$ cat src/rtl/downstream_req_gen_if.sv
// -----------------------------------------------------------------------------
// downstream_req_gen_if
// Bundles the update inputs, the downstream write-request bus and the
// duplicate counter of downstream_req_gen.
//   in_valid/in_client_id/in_amount/in_ready : per-channel update handshake
//   req_valid/req_ready/req_wrindex/req_amount/req_we/req_ch : write request
//   dup_count : saturating count of suppressed duplicate updates
// Modports:
//   slave  - the block's view (consumes updates, issues requests)
//   master - the environment's view (produces updates, accepts requests)
// -----------------------------------------------------------------------------
interface downstream_req_gen_if #(
   parameter int ID_W  = 5,
   parameter int AMT_W = 16,
   parameter int NCH   = 2
);
   localparam int CH_W = (NCH > 1) ? $clog2(NCH) : 1;

   logic [NCH-1:0]       in_valid;
   logic [NCH*ID_W-1:0]  in_client_id;
   logic [NCH*AMT_W-1:0] in_amount;
   logic [NCH-1:0]       in_ready;
   logic                 req_valid;
   logic                 req_ready;
   logic [ID_W-1:0]      req_wrindex;
   logic [AMT_W-1:0]     req_amount;
   logic                 req_we;
   logic [CH_W-1:0]      req_ch;
   logic [15:0]          dup_count;

   modport slave (
      input  in_valid, in_client_id, in_amount, req_ready,
      output in_ready, req_valid, req_wrindex, req_amount, req_we, req_ch, dup_count
   );

   modport master (
      output in_valid, in_client_id, in_amount, req_ready,
      input  in_ready, req_valid, req_wrindex, req_amount, req_we, req_ch, dup_count
   );
endinterface

$ cat src/rtl/downstream_req_gen.sv
// -----------------------------------------------------------------------------
// downstream_req_gen
// Filters per-channel {client id, amount} updates against a per-channel shadow
// copy, queues only real changes in a per-channel FIFO and drains the FIFOs
// round-robin into a single registered downstream write request.
// Ports:
//   clk   - clock, all state changes on the rising edge
//   rst_n - asynchronous active-low reset
//   bus   - downstream_req_gen_if.slave (update inputs, request bus, dup_count)
// -----------------------------------------------------------------------------
module downstream_req_gen #(
   parameter int ID_W  = 5,
   parameter int AMT_W = 16,
   parameter int NCH   = 2,
   parameter int DEPTH = 4
) (
   input  logic                  clk,
   input  logic                  rst_n,
   downstream_req_gen_if.slave   bus
);
   localparam int CH_W = (NCH > 1) ? $clog2(NCH) : 1;
   localparam int PW   = $clog2(DEPTH);

   logic [ID_W-1:0]  mem_id  [NCH][DEPTH];
   logic [AMT_W-1:0] mem_amt [NCH][DEPTH];
   // One extra pointer bit separates full from empty.
   logic [PW:0]      wr_ptr  [NCH];
   logic [PW:0]      rd_ptr  [NCH];

   logic [NCH-1:0]   shadow_vld;
   logic [ID_W-1:0]  shadow_id  [NCH];
   logic [AMT_W-1:0] shadow_amt [NCH];

   logic [CH_W-1:0]  rr_ptr;
   logic             out_vld;
   logic [ID_W-1:0]  out_id;
   logic [AMT_W-1:0] out_amt;
   logic [CH_W-1:0]  out_ch;
   logic [15:0]      dup_cnt;

   logic [NCH-1:0]   full;
   logic [NCH-1:0]   empty;
   logic [NCH-1:0]   accept;
   logic [NCH-1:0]   change;
   logic [NCH-1:0]   push;
   logic [NCH-1:0]   dup;
   logic [3:0]       dup_n;
   logic [16:0]      dup_sum;
   logic             load;
   logic             grant_vld;
   logic [CH_W-1:0]  grant_ch;
   logic [CH_W-1:0]  cand;

   // Per-channel acceptance and change detection
   always_comb begin
      dup_n = '0;
      for (int c = 0; c < NCH; c++) begin
         full[c]   = (wr_ptr[c][PW] != rd_ptr[c][PW]) &&
                     (wr_ptr[c][PW-1:0] == rd_ptr[c][PW-1:0]);
         empty[c]  = (wr_ptr[c] == rd_ptr[c]);
         accept[c] = bus.in_valid[c] & ~full[c];
         change[c] = !shadow_vld[c] ||
                     (bus.in_client_id[c*ID_W +: ID_W] != shadow_id[c]) ||
                     (bus.in_amount[c*AMT_W +: AMT_W] != shadow_amt[c]);
         push[c]   = accept[c] & change[c];
         dup[c]    = accept[c] & ~change[c];
         dup_n     = dup_n + 4'(dup[c]);
      end
      dup_sum = {1'b0, dup_cnt} + 17'(dup_n);
   end

   // Round-robin search starting at rr_ptr; the output register may load
   // whenever it is empty or its current request is being taken.
   always_comb begin
      grant_vld = 1'b0;
      grant_ch  = '0;
      cand      = '0;
      for (int i = 0; i < NCH; i++) begin
         cand = CH_W'((int'(rr_ptr) + i) % NCH);
         if (!grant_vld && !empty[cand]) begin
            grant_vld = 1'b1;
            grant_ch  = cand;
         end
      end
      load = !out_vld || bus.req_ready;
   end

   // Control and output register stage
   always_ff @(posedge clk or negedge rst_n) begin
      if (!rst_n) begin
         for (int c = 0; c < NCH; c++) begin
            wr_ptr[c] <= '0;
            rd_ptr[c] <= '0;
         end
         shadow_vld <= '0;
         rr_ptr     <= '0;
         out_vld    <= 1'b0;
         out_id     <= '0;
         out_amt    <= '0;
         out_ch     <= '0;
         dup_cnt    <= '0;
      end else begin
         for (int c = 0; c < NCH; c++) begin
            if (push[c])
               wr_ptr[c] <= wr_ptr[c] + (PW+1)'(1);
            if (load && grant_vld && (grant_ch == CH_W'(c)))
               rd_ptr[c] <= rd_ptr[c] + (PW+1)'(1);
         end
         shadow_vld <= shadow_vld | accept;
         if (load) begin
            out_vld <= grant_vld;
            if (grant_vld) begin
               out_id  <= mem_id[grant_ch][rd_ptr[grant_ch][PW-1:0]];
               out_amt <= mem_amt[grant_ch][rd_ptr[grant_ch][PW-1:0]];
               out_ch  <= grant_ch;
               rr_ptr  <= CH_W'((int'(grant_ch) + 1) % NCH);
            end
         end
         dup_cnt <= dup_sum[16] ? 16'hFFFF : dup_sum[15:0];
      end
   end

   // FIFO storage and shadow data carry no reset; validity lives in the
   // pointers and shadow_vld.
   always_ff @(posedge clk) begin
      for (int c = 0; c < NCH; c++) begin
         if (push[c]) begin
            mem_id[c][wr_ptr[c][PW-1:0]]  <= bus.in_client_id[c*ID_W +: ID_W];
            mem_amt[c][wr_ptr[c][PW-1:0]] <= bus.in_amount[c*AMT_W +: AMT_W];
         end
         if (accept[c]) begin
            shadow_id[c]  <= bus.in_client_id[c*ID_W +: ID_W];
            shadow_amt[c] <= bus.in_amount[c*AMT_W +: AMT_W];
         end
      end
   end

   assign bus.in_ready    = ~full;
   assign bus.req_valid   = out_vld;
   assign bus.req_we      = out_vld;
   assign bus.req_wrindex = out_id;
   assign bus.req_amount  = out_amt;
   assign bus.req_ch      = out_ch;
   assign bus.dup_count   = dup_cnt;
endmodule

$ cat src/flat_wrapper.sv
// flat-port wrapper written by rule: the top's interface ports become plain ports
module downstream_req_gen_flat 
#(
   parameter int ID_W  = 5,
   parameter int AMT_W = 16,
   parameter int NCH   = 2,
   parameter int DEPTH = 4
)
  (clk, rst_n, bus_in_valid, bus_in_client_id, bus_in_amount, bus_req_ready, bus_in_ready, bus_req_valid, bus_req_wrindex, bus_req_amount, bus_req_we, bus_req_ch, bus_dup_count);
  downstream_req_gen_if #(.ID_W(ID_W), .AMT_W(AMT_W), .NCH(NCH)) bus_i ();
  input  logic clk;
  input  logic rst_n;
  input wire logic [$bits(bus_i.in_valid)-1:0] bus_in_valid;
  input wire logic [$bits(bus_i.in_client_id)-1:0] bus_in_client_id;
  input wire logic [$bits(bus_i.in_amount)-1:0] bus_in_amount;
  input wire logic [$bits(bus_i.req_ready)-1:0] bus_req_ready;
  output wire logic [$bits(bus_i.in_ready)-1:0] bus_in_ready;
  output wire logic [$bits(bus_i.req_valid)-1:0] bus_req_valid;
  output wire logic [$bits(bus_i.req_wrindex)-1:0] bus_req_wrindex;
  output wire logic [$bits(bus_i.req_amount)-1:0] bus_req_amount;
  output wire logic [$bits(bus_i.req_we)-1:0] bus_req_we;
  output wire logic [$bits(bus_i.req_ch)-1:0] bus_req_ch;
  output wire logic [$bits(bus_i.dup_count)-1:0] bus_dup_count;
  assign bus_i.in_valid = bus_in_valid;
  assign bus_i.in_client_id = bus_in_client_id;
  assign bus_i.in_amount = bus_in_amount;
  assign bus_i.req_ready = bus_req_ready;
  assign bus_in_ready = bus_i.in_ready;
  assign bus_req_valid = bus_i.req_valid;
  assign bus_req_wrindex = bus_i.req_wrindex;
  assign bus_req_amount = bus_i.req_amount;
  assign bus_req_we = bus_i.req_we;
  assign bus_req_ch = bus_i.req_ch;
  assign bus_dup_count = bus_i.dup_count;
  downstream_req_gen #(.ID_W(ID_W), .AMT_W(AMT_W), .NCH(NCH), .DEPTH(DEPTH)) u_core (.clk(clk), .rst_n(rst_n), .bus(bus_i));
endmodule
$ cat config.mk
export PLATFORM = sky130hd
export DESIGN_NAME = downstream_req_gen_flat
export DESIGN_NICKNAME = d
export VERILOG_FILES = /design/src/rtl/downstream_req_gen_if.sv /design/src/rtl/downstream_req_gen.sv /design/src/flat_wrapper.sv
export SDC_FILE = /design/constraint.sdc
export NUM_CORES = 1
export LEC_CHECK = 0
export BUFFER_PORTS_ARGS = -buffer_cell sky130_fd_sc_hd__buf_2
export CAP_MARGIN = 10
export CORE_UTILIZATION = 55
export CTS_BUF_LIST = sky130_fd_sc_hd__clkbuf_8
export DETAILED_ROUTE_END_ITERATION = 7
export GPL_TIMING_DRIVEN = 0
export PLACE_DENSITY_LB_ADDON = 0.25
export SYNTH_ARGS = -nofsm -noshare
export SYNTH_HDL_FRONTEND = slang
export SYNTH_SLANG_ARGS = --single-unit
$ cat constraint.sdc
create_clock -name clk -period 3.5 [get_ports clk]
set_input_delay 0.875 -clock clk [delete_from_list [all_inputs] [get_ports clk]]
set_output_delay 0.875 -clock clk [all_outputs]
set_load 0.02 [all_outputs]
# After elaboration in Yosys (flattened, before gate mapping)
# Memories as Yosys holds them, arrays and structs flattened.
# Cells that the tools add are included.
dict set report op_classes {
  n_addsub 8
  order_cmp 8
  eq_ne 10
  mux 36
  n_bitwise 17
  n_reduce_logical 18
}
# op count
set op_table {}
lappend op_table {{$mux 64} 2}
lappend op_table {{$mux 16} 5}
lappend op_table {{$demux 16 s2} 2}
lappend op_table {{$mux 20} 2}
lappend op_table {{$bmux 16 s2} 1}
lappend op_table {{$ne 16x16->1} 2}
lappend op_table {{$demux 5 s2} 2}
lappend op_table {{$mux 5} 4}
lappend op_table {{$add 16x4->17} 1}
lappend op_table {{$mux 1} 14}
lappend op_table {{$add 3x1->3 const B} 4}
lappend op_table {{$bmux 5 s2} 1}
lappend op_table {{$ne 5x5->1} 2}
lappend op_table {{$ge 3x3->1 const B} 3}
lappend op_table {{$not 2->3} 3}
lappend op_table {{$logic_and 1x1->1} 8}
lappend op_table {{$and 1x1->1} 6}
lappend op_table {{$eq 3x3->1} 2}
lappend op_table {{$lt 3x1->1 const B} 2}
lappend op_table {{$mux 2} 3}
lappend op_table {{$logic_or 1x1->1} 5}
lappend op_table {{$not 1->1} 5}
lappend op_table {{$eq 2x2->1} 2}
lappend op_table {{$logic_not 1->1} 4}
lappend op_table {{other kinds (9)} 12}
dict set report word_totals {
  register_bits 54
  ramBits 210
  inputBits 47
  output_inout_bits 42
  elab_cells 112
  n_memories 4
}
# memory depth width read_ports rd_ports_with_merged_regs wr line_no
set memory_table {}
lappend memory_table {u_core.mem_amt 2 64 1 0 2 downstream_req_gen.sv:25} ;# logic [AMT_W-1:0] mem_amt [NCH][DEPTH];
lappend memory_table {u_core.mem_id 2 20 1 0 2 downstream_req_gen.sv:24} ;# logic [ID_W-1:0] mem_id [NCH][DEPTH];
lappend memory_table {u_core.shadow_amt 2 16 2 0 2 downstream_req_gen.sv:32} ;# logic [AMT_W-1:0] shadow_amt [NCH];
lappend memory_table {u_core.shadow_id 2 5 2 0 2 downstream_req_gen.sv:31} ;# logic [ID_W-1:0] shadow_id [NCH];

# Longest topological paths before layout
# Gate-level depths: netlist of the first run.
dict set report logic_depth {
  ltp_word 14
  ltp_mapped 16
  mapped_depth_nobuf 14
}

# Least setup slack after synthesis of the first run
# OpenSTA, ideal clock, no wires.
dict set report synth_timing {
  path_kind {register to register}
  start {register u_core.rd_ptr[3] (netlist name)}
  end {register u_core.dup_cnt[13], in the netlist u_core.bus.dup_count[13]}
  setup_ns 0.066
  t_arrival_ns 3.567
  required_ns 3.434
  path_slack_ns -0.132
  path_stages_with_launch 17
  n_path_buf 2
  synth_period_minus_slack_ns 3.632
  cell_sequence {dfrtp_1 > buf_4 > xnor2_2 > nand3_1 > nand2_1 > inv_1 > and3_1 > ha_1 > ha_1 > inv_1 > fa_1 > and3b_1 > and3_1 > and2_0 > nand2_1 > buf_2 > nand2_1}
}
dict set report synth_between {
  elab_chain_cells 8
}
# item line_no
set synth_rtl {}
lappend synth_rtl {{from (decl)} downstream_req_gen.sv:28} ;# logic [PW:0] rd_ptr [NCH];
lappend synth_rtl {{from (signal, indexed assignment)} downstream_req_gen.sv:107} ;# rd_ptr[c] <= rd_ptr[c] + (PW+1)'(1);
lappend synth_rtl {{$eq 2x2->1} downstream_req_gen.sv:59} ;# (wr_ptr[c][PW-1:0] == rd_ptr[c][PW-1:0]);
lappend synth_rtl {{$logic_and 1x1->1} downstream_req_gen.sv:58} ;# full[c] = (wr_ptr[c][PW] != rd_ptr[c][PW]) &&
lappend synth_rtl {{$not 1->1} downstream_req_gen.sv:61} ;# accept[c] = bus.in_valid[c] & ~full[c];
lappend synth_rtl {{$and 1x1->1} downstream_req_gen.sv:61}
lappend synth_rtl {{net u_core.accept[0]} downstream_req_gen.sv:43} ;# logic [NCH-1:0] accept;
lappend synth_rtl {{$and 1x1->1} downstream_req_gen.sv:66} ;# dup[c] = accept[c] & ~change[c];
lappend synth_rtl {{$add 1x1->2} downstream_req_gen.sv:67} ;# dup_n = dup_n + 4'(dup[c]);
lappend synth_rtl {{$add 16x4->17} downstream_req_gen.sv:69} ;# dup_sum = {1'b0, dup_cnt} + 17'(dup_n);
lappend synth_rtl {{$mux 16} downstream_req_gen.sv:119} ;# dup_cnt <= dup_sum[16] ? 16'hFFFF : dup_sum[15:0];
lappend synth_rtl {{to (signal assigned)} downstream_req_gen.sv:119}
lappend synth_rtl {{to (decl)} downstream_req_gen.sv:39} ;# logic [15:0] dup_cnt;
# The timed path passes the listed nets, and every way through them passes these cells.
# A chain may end at the register's enable or synchronous reset.

# Final worst setup path of the first run
dict set report layout_timing {
  start {input port bus_in_amount[18]}
  end {register u_core.dup_cnt[4], in the netlist u_core.bus.dup_count[4]}
}
dict set report layout_between {
  elab_chain_cells 7
}
# item line_no
set layout_rtl {}
lappend layout_rtl {{from (decl)} flat_wrapper.sv:15} ;# input wire logic [$bits(bus_i.in_amount)-1:0] bus_in_amount;
lappend layout_rtl {{$ne 16x16->1} downstream_req_gen.sv:64} ;# (bus.in_amount[c*AMT_W +: AMT_W] != shadow_amt[c]);
lappend layout_rtl {{$logic_or 1x1->1} downstream_req_gen.sv:63} ;# (bus.in_client_id[c*ID_W +: ID_W] != shadow_id[c]) ||
lappend layout_rtl {{$not 1->1} downstream_req_gen.sv:66}
lappend layout_rtl {{$and 1x1->1} downstream_req_gen.sv:66}
lappend layout_rtl {{$add 1x1->2} downstream_req_gen.sv:67}
lappend layout_rtl {{$add 16x4->17} downstream_req_gen.sv:69}
lappend layout_rtl {{$mux 16} downstream_req_gen.sv:119}
# Every way passes these cells.

==> results.txt, run 1 <==
- The run finished with clean final reports.
* Warning count from the yosys run: 0
- Total length of routed wires: 21200 um
- For flop-to-flop paths, the worst setup slack is approximately 0.16 ns.
- Library cells used by synthesis: 50
* Fin crit period: 3.37 ns
* CTS tree: built
- Maximum buffer depth of the clock tree: 3
* Number of clock sinks: 264
- Antenna Violating Nets Remaining: 0
* RSZ-0062 raised after global routing: false
- The wire-length estimate of the detail-placed layout is between 10000 and 15000 um.
* Worst-skew pair later-pin latency: approximately 0.54 ns
* Ant diodes: 0
- The first global-routing pass estimated 32800 um of wire.
- Worst min-delay path class: input port to async pin
- The number of nets handed over by synthesis was 643.
* Switching part of the total power: 33.2%
- After clock tree synthesis, the clock-pin slew on the worst setup and hold paths is 0.06 ns.
* Max-cap violation count: 0
* Normalized max-slew margin: 20.2%
- Proportion of power drawn by combinational gates: 33.4%
* Crit Reg-Reg Endpoint: u_core.bus.dup_count[4]$_DFF_PN0_
- Total number of placement rows: 50
- Initial antenna violation count: 0
- Top cell types by occurrence after synthesis: sky130_fd_sc_hd__edfxtp_1, sky130_fd_sc_hd__dfrtp_1, sky130_fd_sc_hd__mux4_2, sky130_fd_sc_hd__nand2_1, sky130_fd_sc_hd__xnor2_1
- Start of the worst register-to-register path: u_core.rd_ptr[1]$_DFFE_PN0P_
- Cell internal power was estimated by the tool at 7.13 mW.
* Vias per cell: 5.64
- Of the available clock period, the critical path in the final layout requires between 90 and 100%.
- Worst setup slack before clock tree synthesis: -1.03 ns
- Detail-routed net length per standard cell: between 20 and 25 um
- Sequential cells account for 43.1% of the total power.
- In this run the number of H-tree levels came out at 2.
* Tot GR Track Use: 22.5%
- Of all cell types, the one taking the most synthesized area is sky130_fd_sc_hd__edfxtp_1.
- Number of buffers inserted during clock tree synthesis: 44
* Final core utilization: between 60% and 70%
* Lkg Pwr: ~4.8 nW
- Number of vias after detailed routing: 5616
- Measured along the y axis, the die boundary spans around 140 um.
- Port bufs: ~90
* GP Congestion: 0.780
- Actual slew at the worst max-slew pin: 1.20 ns
* Number of design rule violations left after detail routing: 0
* Largest net degree at the start of global routing: 55
* Least setup slack across all paths after layout: 0.135 ns
- Along the worst path, the maximum fanout reaches 10.
- Worst setup path startpoint: bus_in_amount[18]
- Power density over cell area: ~860 nW/um2
- Cell chosen for the clock root: sky130_fd_sc_hd__clkbuf_8
- Number of flops mapped to enable cells by yosys: 210
- Mapped Avg Cell Area: 18.2 um2
- The clock arrives with 0.0236 ns of skew.
* Number of cells on the worst reg-to-reg path: 16
* Crit path launch type: input port
- The via count of the first global-routing pass was slightly below 6000.
- Number of optimization iterations in the first detailed-route pass: 5
* VDD IR max: between 500 and 600 uV
- Data arrival time of the critical path: 3.83 ns
- Die width: about 140 um
- Endpoint type of the worst setup path: flop
- Setup violation total in the final timing report: 0
- The die covers 19800 um2.
* Part of the power in the clock network: 23.5%
- Switching component of the power: around 3.5 mW
- Pin placement for this block handled 89 I/O pins.
- The worst setup path is of the input port to flop kind.
* Effective utilization at floorplan: 56.4%
- For this run the aggregate overflow at the end of global routing stands at 0.
* Most used DFF post-synth: sky130_fd_sc_hd__edfxtp_1
* Placeable core area: about 19000 um2
- The total count of hold-check failures in the final report was 0.
- The share of synthesized area in the top cell type comes to 59.6%.
- Post-synth ARST share: 20.5%
* Final net count: approximately 790
- Hold is met by 0.390 ns.
- Post-synthesis sequential area ratio: 72.4%
- For this run, the top clock speed supported by timing is about 0.3 GHz.
* Setup_tns: 0 ns
- Most instantiated library cell after synthesis: sky130_fd_sc_hd__edfxtp_1
* Synth Instances: 582
- The max-slew violation count came to 0.
* Required time reported for the critical path endpoint: 3.96 ns
- Cells with a size suffix above 1 make up 31.4% of the layout.
* Top area cells in the synthesized netlist: sky130_fd_sc_hd__edfxtp_1, sky130_fd_sc_hd__dfrtp_1, sky130_fd_sc_hd__mux4_2, sky130_fd_sc_hd__xnor2_1, sky130_fd_sc_hd__mux2i_1
- Total of flip-flops plus latches after synthesis: 264
- Synthesis-to-layout area growth: 17.1%
* Initial DRC Count: 338
* Cell Area, Synth: 10600 um2
placed cells by master (no fill, tap or decap), drive strengths merged, types with 8 or more instances in the layout:
master	synthesis	final
buf	14	110
ha	13	13
nand4	8	8
o21ai	22	22
clkinv	0	10
xor2	24	24
nand3	9	9
clkbuf	6	54
mux2i	24	24
inv	13	32
mux4	40	40
xnor2	40	40
edfxtp	210	210
nand2	37	37
dfrtp	54	54
cell families (layout without fill, tap and decap cells):
| group | Yosys count | in the layout | share of synthesized area (%) |
|---|---|---|---|
| DFF | 264 | 264 | 72.4 |
| and+or+nand+nor | 96 | 96 | 4.83 |
| muxes | 69 | 69 | 11.4 |
| xor gates and xnor gates | 64 | 64 | 5.58 |
| AOI/OAI and AO/OA | 42 | 42 | 2.50 |
| buffers and inverters | 33 | 213 | 1.61 |
| adders and majority gates | 14 | 14 | 1.73 |
power groups by stage:
stage / clock (mW) / combinational [mW] / sequential (mW)
3_5_place_dp: 0 / 3.45 / 4.64
6_report: 2.51 / 3.56 / 4.59
5_1_grt: 2.71 / 3.81 / 4.66
4_1_cts: 2.56 / 3.52 / 4.58
3_3_place_gp: 0 / 3.33 / 4.60
2_1_floorplan: 0 / 2.28 / 4.72
critical path, cell delays in order:
cell                      delay [ns]
sky130_fd_sc_hd__buf_2          0.19
sky130_fd_sc_hd__xor2_1         0.24
sky130_fd_sc_hd__nor4_2         0.07
sky130_fd_sc_hd__and4_2         0.27
sky130_fd_sc_hd__and3_2         0.25
sky130_fd_sc_hd__ha_1           0.29
sky130_fd_sc_hd__ha_1           0.16
sky130_fd_sc_hd__inv_1          0.06
sky130_fd_sc_hd__fa_1           0.40
sky130_fd_sc_hd__and3b_1        0.27
sky130_fd_sc_hd__and3_4         0.23
sky130_fd_sc_hd__and2_4         0.18
sky130_fd_sc_hd__nand2_2        0.09
sky130_fd_sc_hd__buf_4          0.19
sky130_fd_sc_hd__nand2_1        0.06
sequential cells by signal, indices dropped and copies added, names as in the netlist:
signal                  cells
u_core.bus.dup_count       16
u_core.bus.req_amount      16
u_core.bus.req_ch           1
u_core.bus.req_valid        1
u_core.bus.req_wrindex      5
u_core.mem_amt            128
u_core.mem_id              40
u_core.rd_ptr               6
u_core.rr_ptr               1
u_core.shadow_amt          32
u_core.shadow_id           10
u_core.shadow_vld           2
u_core.wr_ptr               6
final cells by class:
cell class              count  area [um2]
repair inverters            2        10.0
inverters                  13        56.3
clock inverters            34         166
fillers                  1315        6380
flip-flops and latches    264        7660
plain buffers              20         124
well taps                 234         293
multi-input cells         285        2910
repair buffers             96         510
clock buffers              48         661
metal layers:
| metal | vias to the layer above | global-route usage, % | wire (um) | part of all wire [%] |
|---|---|---|---|---|
| li1 | 2532 | - | - | - |
| met1 | 2888 | 31.8 | 9380 | 44 |
| met2 | 170 | 35.8 | 10400 | 49 |
| met3 | 26 | 3.87 | 986 | 4.7 |
| met4 | 0 | 8.01 | 401 | 1.9 |
| met5 | - | 0 | 0 | 0 |
stage by stage:
step                area, um2  cells  power [mW]
floorplan               10600    582        7.00
global placement        11300    904        7.93
detailed placement      11400    905        8.09
CTS                     12300    992        10.7
global route            12400    996        11.2
finish                  12400    996        10.7
repair_timing:
action                                  4_1_cts  5_1_grt
gates resized for setup                       7       12
hold buffers                                  0        0
gates cloned                                  2        0
buffers inserted                              3        4
endpoints found under the setup margin       16       11
pin swaps                                     1        6
how the worst max path moves through the flow:
stage	to	cells past startpoint
floorplan	u_core.bus.dup_count[13]$_DFF_PN0_	16
global placement	u_core.mem_amt[0][5]$_DFFE_PP_	5
detailed placement	u_core.bus.dup_count[11]$_DFF_PN0_	15
CTS	u_core.bus.dup_count[4]$_DFF_PN0_	16
global route	u_core.bus.dup_count[4]$_DFF_PN0_	15
finish	u_core.bus.dup_count[4]$_DFF_PN0_	15
No activity file was read; power rests on OpenSTA's default activity.
==> run 2, diff against run 1 <==
--- a/config.mk
+++ b/config.mk
@@ -7,7 +7,7 @@
 export LEC_CHECK = 0
 export BUFFER_PORTS_ARGS = -buffer_cell sky130_fd_sc_hd__buf_2
 export CAP_MARGIN = 10
-export CORE_UTILIZATION = 55
+export CORE_UTILIZATION = 56
 export CTS_BUF_LIST = sky130_fd_sc_hd__clkbuf_8
 export DETAILED_ROUTE_END_ITERATION = 7
 export GPL_TIMING_DRIVEN = 0
==> results.txt, run 2 (synthesis gave the netlist of run 1 again) <==
- Vertical extent of the die: 139 um (-0.89%)
* Number of clock sinks: 264 (unchanged)
- Port bufs: 88 (unchanged)
- The clock skew after layout is 0.0199 ns (-0.00367 ns).
* Worst Path Class, Setup: input port to flop
* Leading cell type in the layout, fill and taps excluded: sky130_fd_sc_hd__edfxtp_1
- Normalized max-slew margin: 19.7% (-0.47 points)
- Number of pins exceeding their max-slew limit in the final report: 0 (unchanged)
- Power density over cell area: 863 nW/um2 (+0.24%)
- The peak supply drop was 478 uV (-10%).
- Traced cell by cell, the critical path runs through buf_2, xnor2_1, nand4_1, nor4_4, and3_4, ha_1, ha_1, inv_1, fa_1, and3b_2, and3_4, and2_4, nand2_2, buf_4, nand2_1.
* Switching component of the power: 3.52 mW (-0.42%)
- The clock latency reported for the late side of the worst-skew pair is 0.53 ns (about the same).
- Initial DRC Count: 368 (+8.9%)
* Part of the power in the clock network: 23.7% (+0.2 points)
- The reported leakage power was 4.78 nW (about the same).
- GP Congestion: 0.837 (+7.3%)
- Buffers and inverters on the worst path: 3 (unchanged)
* Least setup slack across all paths after layout: 0.131 ns (-0.00339 ns)
- Die width: 139 um (-0.89%)
* Number of design rule violations left after detail routing: 0 (unchanged)
- Run status: completed
- Worst min-delay path class: input port to async pin
- Total length of routed wires: 21400 um (+0.94%)
* Final net count: 785 (-0.25%)
* Die Footprint: 19400 um2 (-1.8%)
- Final total power: 10.7 mW (+0.64%)
- Relative contribution of sequential cells to total power: 43.1% (about the same)
- The relative contribution of combinational cells to total power came to 33.2% (-0.2 points).
- Initial antenna violation count: 0 (unchanged)
- The number of max-capacitance violations reported is 0 (unchanged).
* Slowest cell delay on critical path: 0.40 ns (about the same)
* Area after detailed placement: 11400 um2 (about the same)
- The total global routing track utilization was 23.0% (+0.52 points).
- The final antenna-violating net count is 0 (unchanged).
* Flip-flop count of the largest register after layout: 128 (unchanged)
- Instance count after placement with tap cells included: 900 (-0.55%)
- The total count of hold-check failures in the final report came to 0 (unchanged).
- The fraction of power spent switching nets was 32.8% (-0.35 points).
- Number of optimization iterations in the first detailed-route pass: 5 (unchanged)
- Number of top-level pins: 89 (unchanged)
- The total congestion overflow after global routing came to 0 (unchanged).
- Effective utilization at floorplan: 58.1% (+1.7 points)
- Cell-internal power: 7.21 mW (+1.2%)
- For this design, the slowest cell found on the critical path is sky130_fd_sc_hd__nor4_4.
- Detail-routed net length per standard cell: 21.6 um (+1.9%)
- The clock transition time at the flip-flop clock pins of the worst setup and hold paths came to 0.06 ns (about the same).
* Design area: 12400 um2 (+0.39%)
- Compared with the post-synthesis result, the final layout area differs by 17.5%.
* Setup violation total in the final timing report: 0 (unchanged)
- FILL cells: 1185 (-9.9%)
- The data required time at the worst endpoint was 3.97 ns (about the same).
* Total number of placement rows: 49 (-2.0%)
- Maximum operating frequency: 0.297 GHz (-0.10%)
- Placeable core area: 18200 um2 (-3.0%)
- Data arrival time of the critical path: 3.84 ns (about the same)
- The utilization after layout came to 68.3% (+2.3 points).
- The via count of the first global-routing pass was 6068 (+5.2%).
- The largest net degree at the start of global routing was 55 (unchanged).
- Vias per cell: 5.75 (+2.0%)
- Number of buffers inserted during clock tree synthesis: 42 (-4.5%)
* Number of vias after detailed routing: 5674 (+1.0%)
- Cell chosen for the clock root: sky130_fd_sc_hd__clkbuf_8
* Post-DP HPWL: 13900 um (+1.7%)
- Actual slew at the worst max-slew pin: 1.20 ns (+0.00703 ns)
* Maximum buffer depth of the clock tree: 3 (unchanged)
- The share of layout cells above drive strength 1 was 32.1% (+0.74 points).
- Fin crit period: 3.37 ns (+0.00339 ns)
- Commonest cells after routing, fill and taps aside: sky130_fd_sc_hd__edfxtp_1, sky130_fd_sc_hd__buf_2, sky130_fd_sc_hd__dfrtp_1, sky130_fd_sc_hd__clkbuf_8, sky130_fd_sc_hd__mux4_2
* Crit path launch type: input port
- The worst slack at placement came to -1.06 ns (-0.0383 ns).
* Htree depth: 2 (unchanged)
- TritonCTS built the clock tree.
* Setup_tns: 0 ns (unchanged)
* Final non-filler cell total: 987 (-0.90%)
- Total area of multi-input combinational cells: 2960 um2 (+1.7%)
- The footprint of the flip-flops and latches came to 7660 um2 (unchanged).
- The post-route fraction of the period consumed by the critical path came to 96.2% (+0.097 points).
- The first-pass GRT wire length is 33400 um (+2.0%).
- The worst-path maximum fanout is 10 (unchanged).
* Endpoint type of the worst setup path: flop
- The final hold slack was 0.393 ns (+0.00207 ns).
* Cell class contributing the biggest share of worst-path delay: simple AND/OR/NAND/NOR gates
==> run 2: cell count changes in the layout (fill, tap and decap cells not counted), moves of 2 or more <==
| cell | delta |
|---|---|
| sky130_fd_sc_hd__inv_1 | -6 |
| sky130_fd_sc_hd__clkbuf_8 | +3 |
| sky130_fd_sc_hd__clkinvlp_4 | -2 |
| sky130_fd_sc_hd__nand3_2 | -2 |
| sky130_fd_sc_hd__nand3_4 | +2 |
| sky130_fd_sc_hd__xnor2_1 | -2 |
==> run 2: cell type report <==
class                           count  area share [%]
Sequential cell                   264            61.6
Multi-Input combinational cell    285            23.8
Clock buffer                       51            5.65
Timing Repair Buffer               96            4.11
Tap cell                          229            2.30
Clock inverter                     26            1.03
Buffer                             20           0.996
Inverter                           13           0.453
Timing Repair inverter              2          0.0805
Antenna cell                        1          0.0201
==> run 2: power groups by stage <==
stage | registers, mW | logic [mW] | clock network, mW
finish | 4.62 | 3.57 | 2.54
global route | 4.69 | 3.84 | 2.72
CTS | 4.61 | 3.48 | 2.59
detailed placement | 4.66 | 3.39 | 0
global placement | 4.62 | 3.24 | 0
floorplan | 4.72 | 2.28 | 0
==> run 2: routing by layer <==
layer	part of all wire [%]	track usage [%]	up-vias	routed length, um
li1	-	-	2532	-
met1	42	31.2	2903	8980
met2	49	37.9	204	10600
met3	6.6	4.68	35	1410
met4	1.9	7.31	0	403
met5	0	0	-	0
==> run 2: worst paths after layout <==
check                      cells after the start                                   end                              start  slack (ns)
min                                            1     u_core.bus.dup_count[9]$_DFF_PN0_                              rst_n        0.39
min in group clk                               1        u_core.shadow_vld[1]$_DFF_PN0_     u_core.shadow_vld[1]$_DFF_PN0_        0.46
max                                           15    u_core.bus.dup_count[10]$_DFF_PN0_                   bus_in_amount[4]        0.13
max reg2reg                                   14    u_core.bus.dup_count[10]$_DFF_PN0_  u_core.shadow_amt[0][4]$_DFFE_PP_        0.19
min reg2reg                                    1        u_core.shadow_vld[1]$_DFF_PN0_     u_core.shadow_vld[1]$_DFF_PN0_        0.46
max in group asynchronous                      1  u_core.bus.req_amount[5]$_DFFE_PN0P_                              rst_n        2.61
==> run 2: repair_timing <==
| item | CTS | global route |
|---|---|---|
| gates resized for setup | 11 | 15 |
| setup endpoints to repair | 16 | 14 |
| cloned | 2 | 0 |
| pin swaps | 3 | 6 |
| setup buffers | 4 | 3 |
| hold buffers | 0 | 0 |
==> run 3, diff against run 2 <==
--- a/config.mk
+++ b/config.mk
@@ -7,7 +7,8 @@
 export LEC_CHECK = 0
 export BUFFER_PORTS_ARGS = -buffer_cell sky130_fd_sc_hd__buf_2
 export CAP_MARGIN = 10
-export CORE_UTILIZATION = 56
+export CORE_MARGIN = 10
+export CORE_UTILIZATION = 45
 export CTS_BUF_LIST = sky130_fd_sc_hd__clkbuf_8
 export DETAILED_ROUTE_END_ITERATION = 7
 export GPL_TIMING_DRIVEN = 0
==> results.txt, run 3 (synthesis gave the netlist of run 1 again) <==
- The number of nets in the layout is 788 (+0.38%).
- The reported leakage power was 4.78 nW (+0.18%).
- The initial antenna violation count came to 1 (+1).
- Relative to the synthesized area, the layout overhead comes to 18.7%.
* Tot GR Track Use: 15.0% (-8.0 points)
- The clock skew after layout came to 0.0286 ns (+0.00866 ns).
- Final non-filler cell total: 1082 (+9.6%)
- Detail-routed net length per standard cell: 20.9 um (-3.5%)
* Commonest cells after routing, fill and taps aside: sky130_fd_sc_hd__edfxtp_1, sky130_fd_sc_hd__buf_2, sky130_fd_sc_hd__dfrtp_1, sky130_fd_sc_hd__clkbuf_8, sky130_fd_sc_hd__mux4_2
- The post-route fraction of the period consumed by the critical path came to 96.4% (+0.17 points).
* FILL cells: 1900 (+60%)
* CTS tree: built
- Number of failing hold endpoints at the final stage: 0 (unchanged)
- Leading cell type in the layout, fill and taps excluded: sky130_fd_sc_hd__edfxtp_1
- Setup repair after global routing left no endpoint under its margin.
- Among cell families on the critical path, the largest total delay comes from simple AND/OR/NAND/NOR gates.
- Number of pins exceeding their max-slew limit in the final report: 0 (unchanged)
- Htree depth: 2 (unchanged)
* Cell-internal power: 7.18 mW (-0.42%)
- Antenna Violating Nets Remaining: 0 (unchanged)
* Least setup slack across all paths after layout: 0.126 ns (-0.00584 ns)
- The area of placed instances was 11500 um2 (+0.99%).
- The peak supply drop was 392 uV (-18%).
* Number of design rule violations left after detail routing: 0 (unchanged)
- The antenna cell count came to 0 (-1).
- GP Congestion: 0.779 (-7.0%)
* Number of buffers inserted during clock tree synthesis: 44 (+4.8%)
* Setup violation total in the final timing report: 0 (unchanged)
* Run status: completed
- The detailed-router iteration count before antenna repair was 4 (-1).
- Switching component of the power: 3.53 mW (about the same)
- Number of clock sinks: 264 (unchanged)
* Design area: 12600 um2 (+0.96%)
* Ratio of cells with drive above 1 in the final layout: 32.1% (about the same)
- Total length of routed wires: 22600 um (+5.8%)
- Highest net fanout along the worst path: 6 (-4)
- The number of max-capacitance violations reported is 0 (unchanged).
- Largest net degree at the start of global routing: 55 (unchanged)
- Maximum buffer depth of the clock tree: 3 (unchanged)
- The data required time at the worst endpoint came to 3.95 ns (-0.02 ns).
- Placeable core area: 23300 um2 (+28%)
- The cell that appears most often on the critical path is sky130_fd_sc_hd__and3_4.
- The power density of the placed cells is 853 nW/um2 (-1.2%).
- The total number of vias was 5555 (-2.1%).
- Die Footprint: 30000 um2 (+55%)
* Proportion of power drawn by combinational gates: 32.9% (-0.3 points)
- Clock tree synthesis selected as its root buffer the cell sky130_fd_sc_hd__clkbuf_8.
* Relative contribution of sequential cells to total power: 43.2% (about the same)
- Number of top-level pins: 89 (unchanged)
- The worst-margin pin slew is 1.20 ns (-0.00111 ns).
- STA classifies the critical path endpoint as a flop.
* Maximum operating frequency: 0.296 GHz (-0.17%)
- The signal on the critical path passes through buf_2, xor2_1, nor4_2, and3_4, and3_4, ha_1, ha_1, inv_1, fa_1, and3b_2, and3_4, and2_4, a31oi_1, a41oi_1.
* Total number of placement rows: 56 (+14%)
- The delay contributed by the slowest stage of the critical path is 0.47 ns (+0.07 ns).
- First-pass GRT wire length: 35400 um (+5.9%)
* Part of the power in the clock network: 23.9% (+0.2 points)
* Buffers and inverters on the worst path: 2 (-1)
* Worst-skew pair later-pin latency: 0.54 ns (about the same)
* Port bufs: 88 (unchanged)
- The number of DRC markers in iteration 0 was 371 (+0.82%).
- Fin crit period: 3.37 ns (+0.00584 ns)
* Switching part of the total power: 32.9% (+0.11 points)
* Normalized max-slew margin: 19.8% (+0.074 points)
- The total placed cells including tap cells came to 990 (+10%).
- Clock-pin transition on the worst setup and hold timing paths: 0.06 ns (about the same)
- Effective utilization at floorplan: 45.3% (-13 points)
- The via count of the first global-routing pass was 6138 (+1.2%).
- The routed via count divided by cell count came to 5.13 (-11%).
* Worst setup slack before clock tree synthesis: -0.978 ns (+0.0868 ns)
- Post-DP HPWL: 15100 um (+8.5%)
- Flip-flop count of the largest register after layout: 128 (unchanged)
- Critical path's slowest cell: sky130_fd_sc_hd__nor4_2
- Die width: 173 um (+24%)
* Vertical extent of the die: 173 um (+24%)
- STA classifies the critical path startpoint as an input port.
- The worst hold path belongs to the class input port to async pin.
* Remaining global-route overflow: 0 (unchanged)
- Worst Path Class, Setup: input port to flop
* Data arrival time of the critical path: 3.82 ns (-0.02 ns)
## run 3: cell count changes in the layout (fill, tap and decap cells not counted), moves of 2 or more
cell,previous run,this run
sky130_fd_sc_hd__clkbuf_8,51,53
sky130_fd_sc_hd__nand3_2,0,2
sky130_fd_sc_hd__nand3_4,2,0
sky130_fd_sc_hd__clkinvlp_4,2,5
## run 3: through the flow
stage               total power [mW]  TNS, ns  utilization, %  hold slack, ns
floorplan                       7.00        0               -           0.425
global placement                7.93   -57.14            49.1           0.443
detailed placement              8.09   -36.70            49.2           0.453
CTS                             10.7        0            53.2           0.467
global route                    11.3        0            53.8           0.449
finish                          10.7        0            53.8           0.415
## run 3: area by class of cell
class	instances	area, um2	area share, %
Sequential cell	264	7660	61.0
Timing Repair Buffer	97	538	4.29
Inverter	13	56.3	0.449
Buffer	20	128	1.02
Tap cell	319	399	3.18
Clock inverter	29	124	0.987
Clock buffer	53	729	5.81
Multi-Input combinational cell	285	2910	23.2
Timing Repair inverter	2	10.0	0.0798
## run 3: metal layers
layer,vias to the layer above,share of wire (%),GRT usage (%)
li1,2535,-,-
met1,2859,44,19.5
met2,127,50,24.6
met3,34,4.5,3.38
met4,0,1.9,4.99
met5,-,0,0
## run 3: repair_timing
action | CTS | global route
buffers inserted | 2 | 5
resized for setup | 5 | 16
hold buffers | 0 | 0
cloned | 2 | 0
setup endpoints to repair | 16 | 16
pin swaps | 1 | 10
## run 3: power by group through the flow
| stage | logic (mW) | clock network [mW] | registers [mW] |
|---|---|---|---|
| after CTS | 3.47 | 2.64 | 4.61 |
| after global placement | 3.30 | 0 | 4.63 |
| final | 3.53 | 2.56 | 4.62 |
| after global routing | 3.83 | 2.78 | 4.69 |
| after floorplan | 2.28 | 0 | 4.72 |
| after detailed placement | 3.42 | 0 | 4.67 |
## run 3: final timing paths
kind | start | endpoint | slack (ns) | cells after the start
hold reg to reg | u_core.shadow_vld[1]$_DFF_PN0_ | u_core.shadow_vld[1]$_DFF_PN0_ | 0.46 | 1
hold / removal | rst_n | u_core.wr_ptr[1]$_DFFE_PN0P_ | 0.42 | 1
setup reg to reg | u_core.shadow_amt[0][0]$_DFFE_PP_ | u_core.bus.dup_count[14]$_DFF_PN0_ | 0.18 | 13
min in group clk | u_core.shadow_vld[1]$_DFF_PN0_ | u_core.shadow_vld[1]$_DFF_PN0_ | 0.46 | 1
setup / recovery | bus_in_amount[0] | u_core.bus.dup_count[14]$_DFF_PN0_ | 0.13 | 14
max in group asynchronous | rst_n | u_core.bus.req_amount[3]$_DFFE_PN0P_ | 2.57 | 1
